<file path="config.mk">
export PLATFORM = sky130hd
export DESIGN_NAME = decryption_regfile_arbiter
export DESIGN_NICKNAME = d
export VERILOG_FILES = /design/src/rtl/decryption_regfile_arbiter.sv
export SDC_FILE = /design/constraint.sdc
export NUM_CORES = 1
export LEC_CHECK = 0
export BUFFER_PORTS_ARGS = -buffer_cell sky130_fd_sc_hd__buf_2
export CORE_MARGIN = 2
export CORE_UTILIZATION = 45
export CTS_CLUSTER_DIAMETER = 30
export DETAILED_ROUTE_END_ITERATION = 12
export GPL_TIMING_DRIVEN = 1
export PLACE_DENSITY_LB_ADDON = 0.1
export RECOVER_POWER = 25
export SLEW_MARGIN = 20
export SYNTH_ARGS = -nofsm -noshare
export SYNTH_HDL_FRONTEND = slang
export SYNTH_SLANG_ARGS = --single-unit
</file>
<file path="constraint.sdc">
create_clock -name clk -period 2.26 [get_ports clk]
set_clock_uncertainty 0.05 [all_clocks]
set_input_delay 0.113 -clock clk [delete_from_list [all_inputs] [get_ports clk]]
set_output_delay 0.113 -clock clk [all_outputs]
set_load 0.01 [all_outputs]
</file>
<file path="src/rtl/decryption_regfile_arbiter.sv">
// Round-robin arbiter sharing the decryption register-file port between two requesters.
// Optional macro ARB_TIMEOUT_EN adds a WAIT timeout that forces an error completion.
module decryption_regfile_arbiter #(
    parameter int addr_width     = 8,
    parameter int reg_width      = 16,
    parameter int timeout_cycles = 4
) (
    input  logic                  clk,
    input  logic                  rst_n,
    input  logic                  req0,
    input  logic                  req1,
    input  logic                  wr0,
    input  logic                  wr1,
    input  logic [addr_width-1:0] addr0,
    input  logic [addr_width-1:0] addr1,
    input  logic [reg_width-1:0]  wdata0,
    input  logic [reg_width-1:0]  wdata1,
    output logic                  ack0,
    output logic                  ack1,
    output logic [reg_width-1:0]  rdata0,
    output logic [reg_width-1:0]  rdata1,
    output logic                  err0,
    output logic                  err1,
    output logic                  busy,
    output logic [addr_width-1:0] rf_addr,
    output logic                  rf_read,
    output logic                  rf_write,
    output logic [reg_width-1:0]  rf_wdata,
    input  logic [reg_width-1:0]  rf_rdata,
    input  logic                  rf_done,
    input  logic                  rf_error
);

    typedef enum logic [1:0] {
        IDLE,
        ISSUE,
        WAIT,
        DONE
    } state_t;

    state_t                state_q, state_d;
    logic                  gnt_q, gnt_d;
    logic                  last_q, last_d;
    logic                  cur_wr_q, cur_wr_d;
    logic [addr_width-1:0] rf_addr_q, rf_addr_d;
    logic [reg_width-1:0]  rf_wdata_q, rf_wdata_d;
    logic                  rf_read_q, rf_read_d;
    logic                  rf_write_q, rf_write_d;
    logic                  ack0_q, ack0_d;
    logic                  ack1_q, ack1_d;
    logic [reg_width-1:0]  rdata0_q, rdata0_d;
    logic [reg_width-1:0]  rdata1_q, rdata1_d;
    logic                  err0_q, err0_d;
    logic                  err1_q, err1_d;
    logic                  busy_q, busy_d;

`ifdef ARB_TIMEOUT_EN
    localparam int CW = (timeout_cycles > 1) ? $clog2(timeout_cycles) : 1;
    logic [CW-1:0] cnt_q, cnt_d;
`else
    logic unused_timeout;
    assign unused_timeout = (timeout_cycles > 0);
`endif

    logic                 pick;
    logic                 fin;
    logic [reg_width-1:0] res;
    logic                 res_err;

    always_comb begin
        state_d    = state_q;
        gnt_d      = gnt_q;
        last_d     = last_q;
        cur_wr_d   = cur_wr_q;
        rf_addr_d  = rf_addr_q;
        rf_wdata_d = rf_wdata_q;
        rf_read_d  = 1'b0;
        rf_write_d = 1'b0;
        ack0_d     = 1'b0;
        ack1_d     = 1'b0;
        rdata0_d   = rdata0_q;
        rdata1_d   = rdata1_q;
        err0_d     = err0_q;
        err1_d     = err1_q;
        pick       = 1'b0;
        fin        = 1'b0;
        res        = '0;
        res_err    = 1'b0;
`ifdef ARB_TIMEOUT_EN
        cnt_d      = cnt_q;
`endif
        unique case (state_q)
            IDLE: begin
                if (req0 || req1) begin
                    // contention goes to whoever did not win last time
                    pick       = (req0 && req1) ? ~last_q : req1;
                    gnt_d      = pick;
                    cur_wr_d   = pick ? wr1 : wr0;
                    rf_addr_d  = pick ? addr1 : addr0;
                    rf_wdata_d = pick ? wdata1 : wdata0;
                    rf_write_d = cur_wr_d;
                    rf_read_d  = ~cur_wr_d;
                    state_d    = ISSUE;
                end
            end
            ISSUE: begin
                state_d = WAIT;
`ifdef ARB_TIMEOUT_EN
                cnt_d   = '0;
`endif
            end
            WAIT: begin
                if (rf_done) begin
                    fin     = 1'b1;
                    res     = rf_rdata;
                    res_err = rf_error;
`ifdef ARB_TIMEOUT_EN
                end else if (cnt_q == CW'(timeout_cycles - 1)) begin
                    fin     = 1'b1;
                    res     = '0;
                    res_err = 1'b1;
                end else begin
                    cnt_d = cnt_q + 1'b1;
`endif
                end
                if (fin) begin
                    last_d  = gnt_q;
                    state_d = DONE;
                    if (gnt_q) begin
                        rdata1_d = res;
                        err1_d   = res_err;
                        ack1_d   = 1'b1;
                    end else begin
                        rdata0_d = res;
                        err0_d   = res_err;
                        ack0_d   = 1'b1;
                    end
                end
            end
            DONE: begin
                state_d = IDLE;
            end
            default: begin
                state_d = IDLE;
            end
        endcase
        busy_d = (state_d != IDLE);
    end

    always_ff @(posedge clk or negedge rst_n) begin
        if (!rst_n) begin
            state_q    <= IDLE;
            gnt_q      <= 1'b0;
            last_q     <= 1'b1;
            cur_wr_q   <= 1'b0;
            rf_addr_q  <= '0;
            rf_wdata_q <= '0;
            rf_read_q  <= 1'b0;
            rf_write_q <= 1'b0;
            ack0_q     <= 1'b0;
            ack1_q     <= 1'b0;
            rdata0_q   <= '0;
            rdata1_q   <= '0;
            err0_q     <= 1'b0;
            err1_q     <= 1'b0;
            busy_q     <= 1'b0;
`ifdef ARB_TIMEOUT_EN
            cnt_q      <= '0;
`endif
        end else begin
            state_q    <= state_d;
            gnt_q      <= gnt_d;
            last_q     <= last_d;
            cur_wr_q   <= cur_wr_d;
            rf_addr_q  <= rf_addr_d;
            rf_wdata_q <= rf_wdata_d;
            rf_read_q  <= rf_read_d;
            rf_write_q <= rf_write_d;
            ack0_q     <= ack0_d;
            ack1_q     <= ack1_d;
            rdata0_q   <= rdata0_d;
            rdata1_q   <= rdata1_d;
            err0_q     <= err0_d;
            err1_q     <= err1_d;
            busy_q     <= busy_d;
`ifdef ARB_TIMEOUT_EN
            cnt_q      <= cnt_d;
`endif
        end
    end

    assign ack0     = ack0_q;
    assign ack1     = ack1_q;
    assign rdata0   = rdata0_q;
    assign rdata1   = rdata1_q;
    assign err0     = err0_q;
    assign err1     = err1_q;
    assign busy     = busy_q;
    assign rf_addr  = rf_addr_q;
    assign rf_read  = rf_read_q;
    assign rf_write = rf_write_q;
    assign rf_wdata = rf_wdata_q;

endmodule

</file>
==> impl_metrics.json, run 1 <==
{
  "holdPathStages": 3,
  "netlist_instances": 232,
  "place.gp.congestion": 0.680,
  "power.leakage_nw": 2.03,
  "fp.dieH_um": 82.2,
  "worst_pin_slew_ns": 1.56,
  "p_per_area_mw_per_mm2": 1260,
  "wl_um": 6620,
  "grt_pass1_vias": 2275,
  "layout-drive-gt1-share_pct": 41.4,
  "synth_area_mm2": 0.00275,
  "stdcell_count": 493,
  "hpwl_um": 4230,
  "vias": 2375,
  "cts_tree": "yes",
  "place.detailed.instances": 432,
  "synth-seq-cells": 67,
  "cp_max_fo": 25,
  "fin_setup_tns_ns": 0,
  "antenna_found_initial": 0,
  "h-tree-depth": 3,
  "drv_cap": 1,
  "ios": 135,
  "final_area_mm2": 0.00411,
  "via_per_inst": 4.82,
  "coreArea_mm2": 0.00592,
  "setup_viol": 0,
  "grt.total_usage_pct": 20.0,
  "insertedDiodeCount": 0,
  "grt_max_degree": 39,
  "cp_cell_sequence": "a21bo_4, mux2i_1, dlygate4sd3_1, nor2_1",
  "worstPathRequired_ns": 2.39,
  "grt-ovfl-total": 0,
  "hold_viol_final": 0,
  "cts.clk_slew.worst_paths_ns": 0.07,
  "hold_path.class": "input pin to flip-flop",
  "cpPeakStageDelay_ns": 0.57,
  "syn2layout_area_growth_pct": 49.5,
  "yosys-top-cells-area": "dfrtp_1, mux2_2, a21oi_1",
  "synth_largest_area_cell": "dfrtp_1",
  "status": "finished, violations left",
  "place.port_buffers": 134,
  "avgSynthCellArea_um2": 11.8,
  "routedWlPerCell_um": 13.4,
  "maxSlewViolCount": 30,
  "syn_nets": 306,
  "yosysSeqAreaShare_pct": 61.0,
  "period_needed_ns": 1.98,
  "synth_top_area_share_pct": 60.1,
  "final_cell_mix": "buf_2, dfrtp_1, a21oi_1",
  "clock_sinks": 67,
  "fin_nets": 487,
  "drc_errors": 0,
  "die_area_mm2": 0.00675,
  "final_common_cell": "buf_2",
  "crit_family": "flip-flops",
  "rsz0062_at_grt": "no",
  "end_kind": "flip-flop",
  "crit_slowest_cell": "dfstp_2",
  "cp.buffers_inverters": 1,
  "cts_buffer_depth": 2,
  "drt_iter0_markers": 90,
  "critPathLaunchType": "flip-flop",
  "peakVddDrop_mv": 0.647,
  "cts_buffers": 9,
  "placedInstanceArea_mm2": 0.00347,
  "start_util_pct": 46.4,
  "crit_cells": 4,
  "clk_latency_ns": 0.33,
  "max_freq_mhz": 506,
  "root_buffer": "clkbuf_8",
  "critical_path_arrival_ns": 2.10,
  "r2r_cells": 4,
  "ant_nets": 0,
  "relSlewSlack_pct": -4.13,
  "first_pass_iters": 4,
  "worst_hold_slack_ns": 0.0272,
  "violations": "capacitance limit, slew limit",
  "grt_pass1_wl_um": 10100,
  "row_count": 28,
  "postCtsSetupBuffers": 0,
  "reg2reg_slack_ns": 0.28,
  "fin_crit_sh_pct": 87.5,
  "synth.distinct_cells": 25,
  "yosysWarnings": 0,
  "die-width_um": 82.2,
  "crit_type": "flip-flop to flip-flop"
}
==> path summary, 6_finish.rpt <==
kind	start	end
min in group asynchronous	rst_n	rdata0[2]$_DFFE_PN0P_
worst min register to register	last_q$_DFFE_PN1P_	last_q$_DFFE_PN1P_
max in group asynchronous	rst_n	last_q$_DFFE_PN1P_
worst max register to register	last_q$_DFFE_PN1P_	rf_write$_DFF_PN0_
worst min-delay path	wdata1[15]	rf_wdata[15]$_DFFE_PN0P_
worst max-delay path	last_q$_DFFE_PN1P_	rf_write$_DFF_PN0_
==> metrics by stage <==
step / utilization (%) / total power, mW / worst slack (ns)
after floorplan: - / 3.40 / 0.631
after global placement: 58.6 / 4.19 / 0.548
after detailed placement: 58.6 / 4.24 / 0.544
after CTS: 69.6 / 5.27 / 0.146
after global routing: 69.4 / 5.57 / 0.152
final: 69.4 / 5.19 / 0.282
==> final cells by class <==
class	count	area [µm²]
clock buffer	13	179
sequential	67	1680
inverter	4	15.0
timing repair buffer	182	1130
fill	447	1810
clock inverter	3	20.0
multi-input combinational	149	993
tap	75	93.8
==> worst register-to-register path: cells and delay by family (launching register included) <==
family,cells,cell delay (ns)
compound gates,1,0.33
mux,1,0.26
buf+inv,1,0.57
simple gates,1,0.04
flops,1,0.57
==> state kept, by name, indices dropped and copies added (netlist names), 2 cells and up <==
signal and cells:
rdata1 16, rdata0 16, rf_wdata 16, state_q 2
rf_addr 8
==> cells in the mapped netlist <==
master	count
dfrtp_1	66
a21oi_1	48
nand2_1	27
mux2_2	25
nor2_1	25
mux2_4	9
buf_2	6
clkbuf_1	4
inv_1	4
ha_1	2
o21ai_0	2
a21bo_2	1
a21boi_2	1
a22o_1	1
and2_1	1
buf_12	1
buf_6	1
dfstp_2	1
mux2i_1	1
nand3_2	1
o21a_1	1
o21ai_2	1
o31ai_1	1
or2_1	1
or2_2	1
==> repair_timing <==
| item | CTS | global route |
|---|---|---|
| hold endpoints to repair | 89 | 0 |
| hold buffers | 45 | 0 |
| gates resized for setup | 0 | 1 |
| endpoints found under the setup margin | 0 | 1 |
==> cells by family (layout without fill, tap and decap cells) <==
logic type	Yosys count	in the layout	share of synthesized area, %
AND/OR/NAND/NOR	56	56	8.15
flip-flops	67	67	61.0
AO/OA/AOI/OAI	56	56	11.1
multiplexers	35	35	15.5
buffers and inverters	16	202	3.32
adder cells (fa/ha/maj)	2	2	0.910
==> metal layers <==
metal / vias up / GRT usage [%] / part of all wire [%]
li1: 1149 / - / -
met1: 1122 / 25.3 / 43
met2: 93 / 32.5 / 49
met3: 11 / 5.22 / 7.1
met4: 0 / 8.33 / 1.3
met5: - / 0 / 0
==> where the power goes <==
| part | leakage, nW | internal, mW | switching [mW] | total (mW) |
|---|---|---|---|---|
| clock | 0.0977 | 0.517 | 0.438 | 0.955 |
| sequential | 0.785 | 1.80 | 0.303 | 2.10 |
| combinational | 1.15 | 1.04 | 1.09 | 2.13 |
| total | 2.03 | 3.36 | 1.84 | 5.19 |
(Power assumes the default switching activity.)
==> run 2, diff against run 1 <==
--- a/config.mk
+++ b/config.mk
@@ -11,8 +11,9 @@
 export CTS_CLUSTER_DIAMETER = 30
 export DETAILED_ROUTE_END_ITERATION = 12
 export GPL_TIMING_DRIVEN = 1
-export PLACE_DENSITY_LB_ADDON = 0.1
+export PLACE_DENSITY = 0.89
 export RECOVER_POWER = 25
+export REMOVE_ABC_BUFFERS = 1
 export SLEW_MARGIN = 20
 export SYNTH_ARGS = -nofsm -noshare
 export SYNTH_HDL_FRONTEND = slang
==> run 2 against run 1 <==
  * The flow now finishes without violations
  * Core utilization shrank 0.87 points
  * Final cell count shrank 0.20%
  * Sequential power grew 2%
  * Sequential cell count is the same
  * Largest power group unchanged
==> impl_metrics.json, run 2 (synthesis results as in run 1) <==
{
  "cts_tree": "yes",
  "ios": 135,
  "final_cell_mix": "buf_2, dfrtp_1, a21oi_1, clkbuf_1, dlygate4sd3_1",
  "peakVddDrop_mv": 0.701,
  "ant_nets": 0,
  "routedWlPerCell_um": 15.8,
  "rsz0062_at_grt": "no",
  "power.leakage_nw": 1.95,
  "fin_crit_sh_pct": 75.8,
  "vias": 2470,
  "row_count": 28,
  "worst_hold_slack_ns": 0.0259,
  "grt.total_usage_pct": 23.2,
  "cpPeakStageDelay_ns": 0.45,
  "drt_iter0_markers": 85,
  "layout-drive-gt1-share_pct": 35.0,
  "grt_pass1_vias": 2516,
  "end_kind": "flip-flop",
  "die_area_mm2": 0.00675,
  "p_per_area_mw_per_mm2": 1280,
  "cts_buffer_depth": 2,
  "grt-ovfl-total": 0,
  "period_needed_ns": 1.71,
  "fp.dieH_um": 82.2,
  "multiInputGateArea_um2": 995,
  "drc_errors": 0,
  "worstPathRequired_ns": 2.42,
  "grt_max_degree": 38,
  "grt_pass1_wl_um": 11600,
  "fin_nets": 486,
  "hold_viol_final": 0,
  "h-tree-depth": 3,
  "crit_type": "flip-flop to flip-flop",
  "fill_cells": 451,
  "setup_slack_ns": 0.548,
  "max_freq_mhz": 584,
  "cts_resized": 0,
  "final_common_cell": "buf_2",
  "wl_um": 7780,
  "ff_latch_area_mm2": 0.00168,
  "critPathLaunchType": "flip-flop",
  "root_buffer": "clkbuf_8",
  "insertedDiodeCount": 0,
  "status": "finished, final reports clean",
  "critical_path_arrival_ns": 1.87,
  "clock_sinks": 67,
  "drv_cap": 0,
  "cp_max_fo": 19,
  "via_per_inst": 5.02,
  "cts_buffers": 9,
  "relSlewSlack_pct": 52.4,
  "hold_path.class": "input pin to flip-flop",
  "fin_setup_tns_ns": 0,
  "maxSlewViolCount": 0,
  "place_worst_setup_slack_ns": 0.548,
  "syn2layout_area_growth_pct": 47.7,
  "coreArea_mm2": 0.00592,
  "cp_cell_sequence": "inv_1, ha_1, nand3_2, mux2_2",
  "clk_latency_ns": 0.33,
  "place.gp.congestion": 0.765,
  "hpwl_um": 4780,
  "setup_viol": 0,
  "place.port_buffers": 134,
  "start_util_pct": 46.4,
  "first_pass_iters": 4,
  "worst_pin_slew_ns": 0.714,
  "die-width_um": 82.2,
  "cts.clk_slew.worst_paths_ns": 0.07,
  "crit_slowest_cell": "mux2_2",
  "antenna_found_initial": 0
}
## run 2: changes by cell type in the layout (fill, tap and decap cells not counted), moves of 2 or more
cell	change
clkbuf_8	-2
clkbuf_1	+28
dlygate4sd3_1	-2
buf_2	-27
## run 2: what timing repair did
action	CTS	global route
endpoints found under the hold margin	88	0
setup buffers	0	0
setup endpoints to repair	0	0
hold buffers	43	0
## run 2: final cells by class
class / instances / area share (%)
inverter: 4 / 0.370
multi-input combinational: 149 / 24.5
sequential: 67 / 41.3
timing repair buffer: 181 / 27.0
tap: 75 / 2.31
clock buffer: 12 / 3.82
clock inverter: 4 / 0.617
## run 2: metrics by stage
step	instance area, µm²	utilization, %	instances	total power, mW
detailed placement	3490	59.0	433	4.30
global placement	3490	59.0	433	4.18
global route	4060	68.6	492	5.55
CTS	4100	69.3	492	5.27
floorplan	2670	-	220	3.34
finish	4060	68.6	492	5.19
## run 2: where the power goes
group / switching, mW / total (mW) / internal, mW
Clock: 0.436 / 0.891 / 0.455
Sequential: 0.346 / 2.15 / 1.80
Combinational: 1.16 / 2.16 / 0.995
Total: 1.94 / 5.19 / 3.25
## run 2: worst max-delay path, delay by kind of cell (launching register included)
family | cells | cell delay [ns]
flip-flops | 1 | 0.39
adder cells (fa/ha/maj) | 1 | 0.21
buffers and inverters | 1 | 0.08
AND/OR/NAND/NOR | 1 | 0.41
multiplexers | 1 | 0.45
## run 2: per-layer routing
metal	up-vias	track usage, %	share of wire, %
li1	1153	-	-
met1	1162	26.8	42
met2	145	40.6	49
met3	10	5.54	8.2
met4	0	10.7	1.1
met5	-	0	0
## run 2: final timing paths
| kind | from | endpoint | slack (ns) | depth (start not counted) |
|---|---|---|---|---|
| max in group asynchronous | rst_n | rdata0[6]$_DFFE_PN0P_ | 1.17 | 3 |
| min | addr1[1] | rf_addr[1]$_DFFE_PN0P_ | 0.03 | 3 |
| max | state_q[0]$_DFF_PN0_ | rdata1[4]$_DFFE_PN0P_ | 0.55 | 4 |
| max reg2reg | state_q[0]$_DFF_PN0_ | rdata1[4]$_DFFE_PN0P_ | 0.55 | 4 |
| min in group asynchronous | rst_n | rdata1[14]$_DFFE_PN0P_ | 0.34 | 2 |
| min reg2reg | last_q$_DFFE_PN1P_ | last_q$_DFFE_PN1P_ | 0.45 | 2 |
==> run 3, diff against run 2 <==
--- a/config.mk
+++ b/config.mk
@@ -7,11 +7,11 @@
 export LEC_CHECK = 0
 export BUFFER_PORTS_ARGS = -buffer_cell sky130_fd_sc_hd__buf_2
 export CORE_MARGIN = 2
-export CORE_UTILIZATION = 45
+export CORE_UTILIZATION = 41
 export CTS_CLUSTER_DIAMETER = 30
 export DETAILED_ROUTE_END_ITERATION = 12
 export GPL_TIMING_DRIVEN = 1
-export PLACE_DENSITY = 0.89
+export PLACE_DENSITY = 0.85
 export RECOVER_POWER = 25
 export REMOVE_ABC_BUFFERS = 1
 export SLEW_MARGIN = 20
==> constraint.sdc (replaced) <==
create_clock -name clk -period 1.5 [get_ports clk]
set_clock_uncertainty 0.05 [all_clocks]
set_input_delay 0.075 -clock clk [delete_from_list [all_inputs] [get_ports clk]]
set_output_delay 0.075 -clock clk [all_outputs]
set_load 0.01 [all_outputs]
==> run 3 against run 2 <==
  * The flow now finishes with violations (DRC, setup timing)
  * Core utilization up 4.1 points
  * Non-clock buffer count up 40
  * Clock power up 110%
  * Critical path type unchanged
  * Largest cell class unchanged
==> impl_metrics.json, run 3 (synthesis results as in run 1) <==
{
  "fin_crit_sh_pct": 106,
  "cts_buffers": 9,
  "cp_max_fo": 4,
  "hold_viol_final": 0,
  "syn2layout_area_growth_pct": 69.8,
  "root_buffer": "clkbuf_8",
  "grt_max_degree": 68,
  "routedWlPerCell_um": 17.1,
  "drt_iter0_markers": 165,
  "violations": "DRC, setup timing",
  "status": "finished, violations left",
  "setup_slack_ns": -0.0887,
  "clk_latency_ns": 0.33,
  "grt-ovfl-total": 0,
  "relSlewSlack_pct": 40.9,
  "row_count": 29,
  "min_to": "state_q[0]$_DFF_PN0_",
  "r2r_start": "state_q[0]$_DFF_PN0_",
  "grt_pass1_wl_um": 13200,
  "worst_pin_slew_ns": 0.887,
  "maxSlewViolCount": 0,
  "hold_path.class": "input pin to flip-flop",
  "start_util_pct": 42.8,
  "grt.total_usage_pct": 23.5,
  "fp.dieH_um": 85.9,
  "holdPathStages": 3,
  "antenna_found_initial": 0,
  "place.port_buffers": 134,
  "worst_hold_slack_ns": 0.0995,
  "worstPathRequired_ns": 1.67,
  "max_freq_mhz": 629,
  "final_common_cell": "buf_2",
  "h-tree-depth": 3,
  "fin_nets": 527,
  "p_per_area_mw_per_mm2": 1930,
  "vias": 2696,
  "first_pass_iters": 10,
  "drc_errors": 4,
  "die-width_um": 85.9,
  "drv_cap": 0,
  "clock_sinks": 67,
  "reg2reg_to": "rdata0[10]$_DFFE_PN0P_",
  "ant_nets": 0,
  "place.gp.congestion": 0.794,
  "setup_viol": 17,
  "via_per_inst": 5.04,
  "ios": 135,
  "crit_type": "flip-flop to flip-flop",
  "utilization_pct": 72.7,
  "rsz0062_at_grt": "yes",
  "cts.clk_slew.worst_paths_ns": 0.08,
  "insertedDiodeCount": 0,
  "power.leakage_nw": 2.34,
  "r2r_cells": 6,
  "end_kind": "flip-flop",
  "critPathLaunchType": "flip-flop",
  "period_needed_ns": 1.59,
  "layout-drive-gt1-share_pct": 46.9,
  "cts_buffer_depth": 2,
  "cts_tree": "yes",
  "peakVddDrop_mv": 1.06,
  "wl_um": 9150,
  "critical_path_arrival_ns": 1.76,
  "reg2reg_slack_ns": -0.09,
  "die_area_mm2": 0.00738,
  "grt_pass1_vias": 2682,
  "coreArea_mm2": 0.00642,
  "final_cell_mix": "buf_2, dlygate4sd3_1, dfrtp_1",
  "hp-start": "req1",
  "hpwl_um": 4990
}
## run 3: what timing repair did
action                                  CTS  global route
hold buffers                             69             0
pin swaps                                 0             5
gates cloned                              0             4
setup buffers                             0             2
resized for setup                         2            12
endpoints found under the setup margin   45            60
hold endpoints to repair                127             0
## run 3: power by group
| part | switching, mW | internal, mW |
|---|---|---|
| Clock | 0.714 | 1.11 |
| Sequential | 0.516 | 2.71 |
| Combinational | 1.93 | 2.04 |
| Total | 3.16 | 5.86 |
## run 3: critical path, stage by stage (launching register included)
cell and delay (ns):
dfrtp_1 0.39, inv_2 0.08, ha_4 0.13, nand2_2 0.05, or2_4 0.30, clkbuf_16 0.17
mux2_4 0.30
## run 3: how the worst max path moves through the flow
stage,slack (ns),endpoint,from,cells past startpoint
after floorplan,-0.32,rdata0[10]$_DFFE_PN0P_,state_q[0]$_DFF_PN0_,5
after global placement,-0.15,rf_wdata[11]$_DFFE_PN0P_,last_q$_DFFE_PN1P_,3
after detailed placement,-0.21,rf_addr[4]$_DFFE_PN0P_,last_q$_DFFE_PN1P_,3
after CTS,-0.07,rdata0[3]$_DFFE_PN0P_,state_q[0]$_DFF_PN0_,6
after global routing,-0.12,rdata0[10]$_DFFE_PN0P_,state_q[0]$_DFF_PN0_,6
final,-0.09,rdata0[10]$_DFFE_PN0P_,state_q[0]$_DFF_PN0_,6
## run 3: layer usage
layer  share of wire (%)  global-route usage, %  routed length (µm)  up-vias
li1                    -                      -                   -     1232
met1                  37                   26.7                3420     1303
met2                  55                   41.9                5010      132
met3                 4.3                   3.46                 389       29
met4                 3.6                   13.4                 330        0
met5                   0                      0                   0        -
## run 3: final cells by class
class,count,area [µm²]
clock buffers,10,128
clock inverters,6,113
fillers,434,1750
inverters,4,15.0
multi-input cells,150,1050
flip-flops and latches,67,1680
well taps,77,96.3
repair buffers,221,1590
## run 3: through the flow
step | cells | total power, mW | instance area (µm²) | worst slack [ns] | TNS [ns]
5_1_grt | 535 | 9.51 | 4670 | -0.118 | -1.89
3_3_place_gp | 444 | 6.54 | 3600 | -0.146 | -3.49
3_5_place_dp | 444 | 6.73 | 3600 | -0.212 | -5.21
2_1_floorplan | 220 | 5.04 | 2670 | -0.320 | -4.97
4_1_cts | 529 | 8.72 | 4540 | -0.0705 | -0.890
6_report | 535 | 9.02 | 4670 | -0.0887 | -0.942
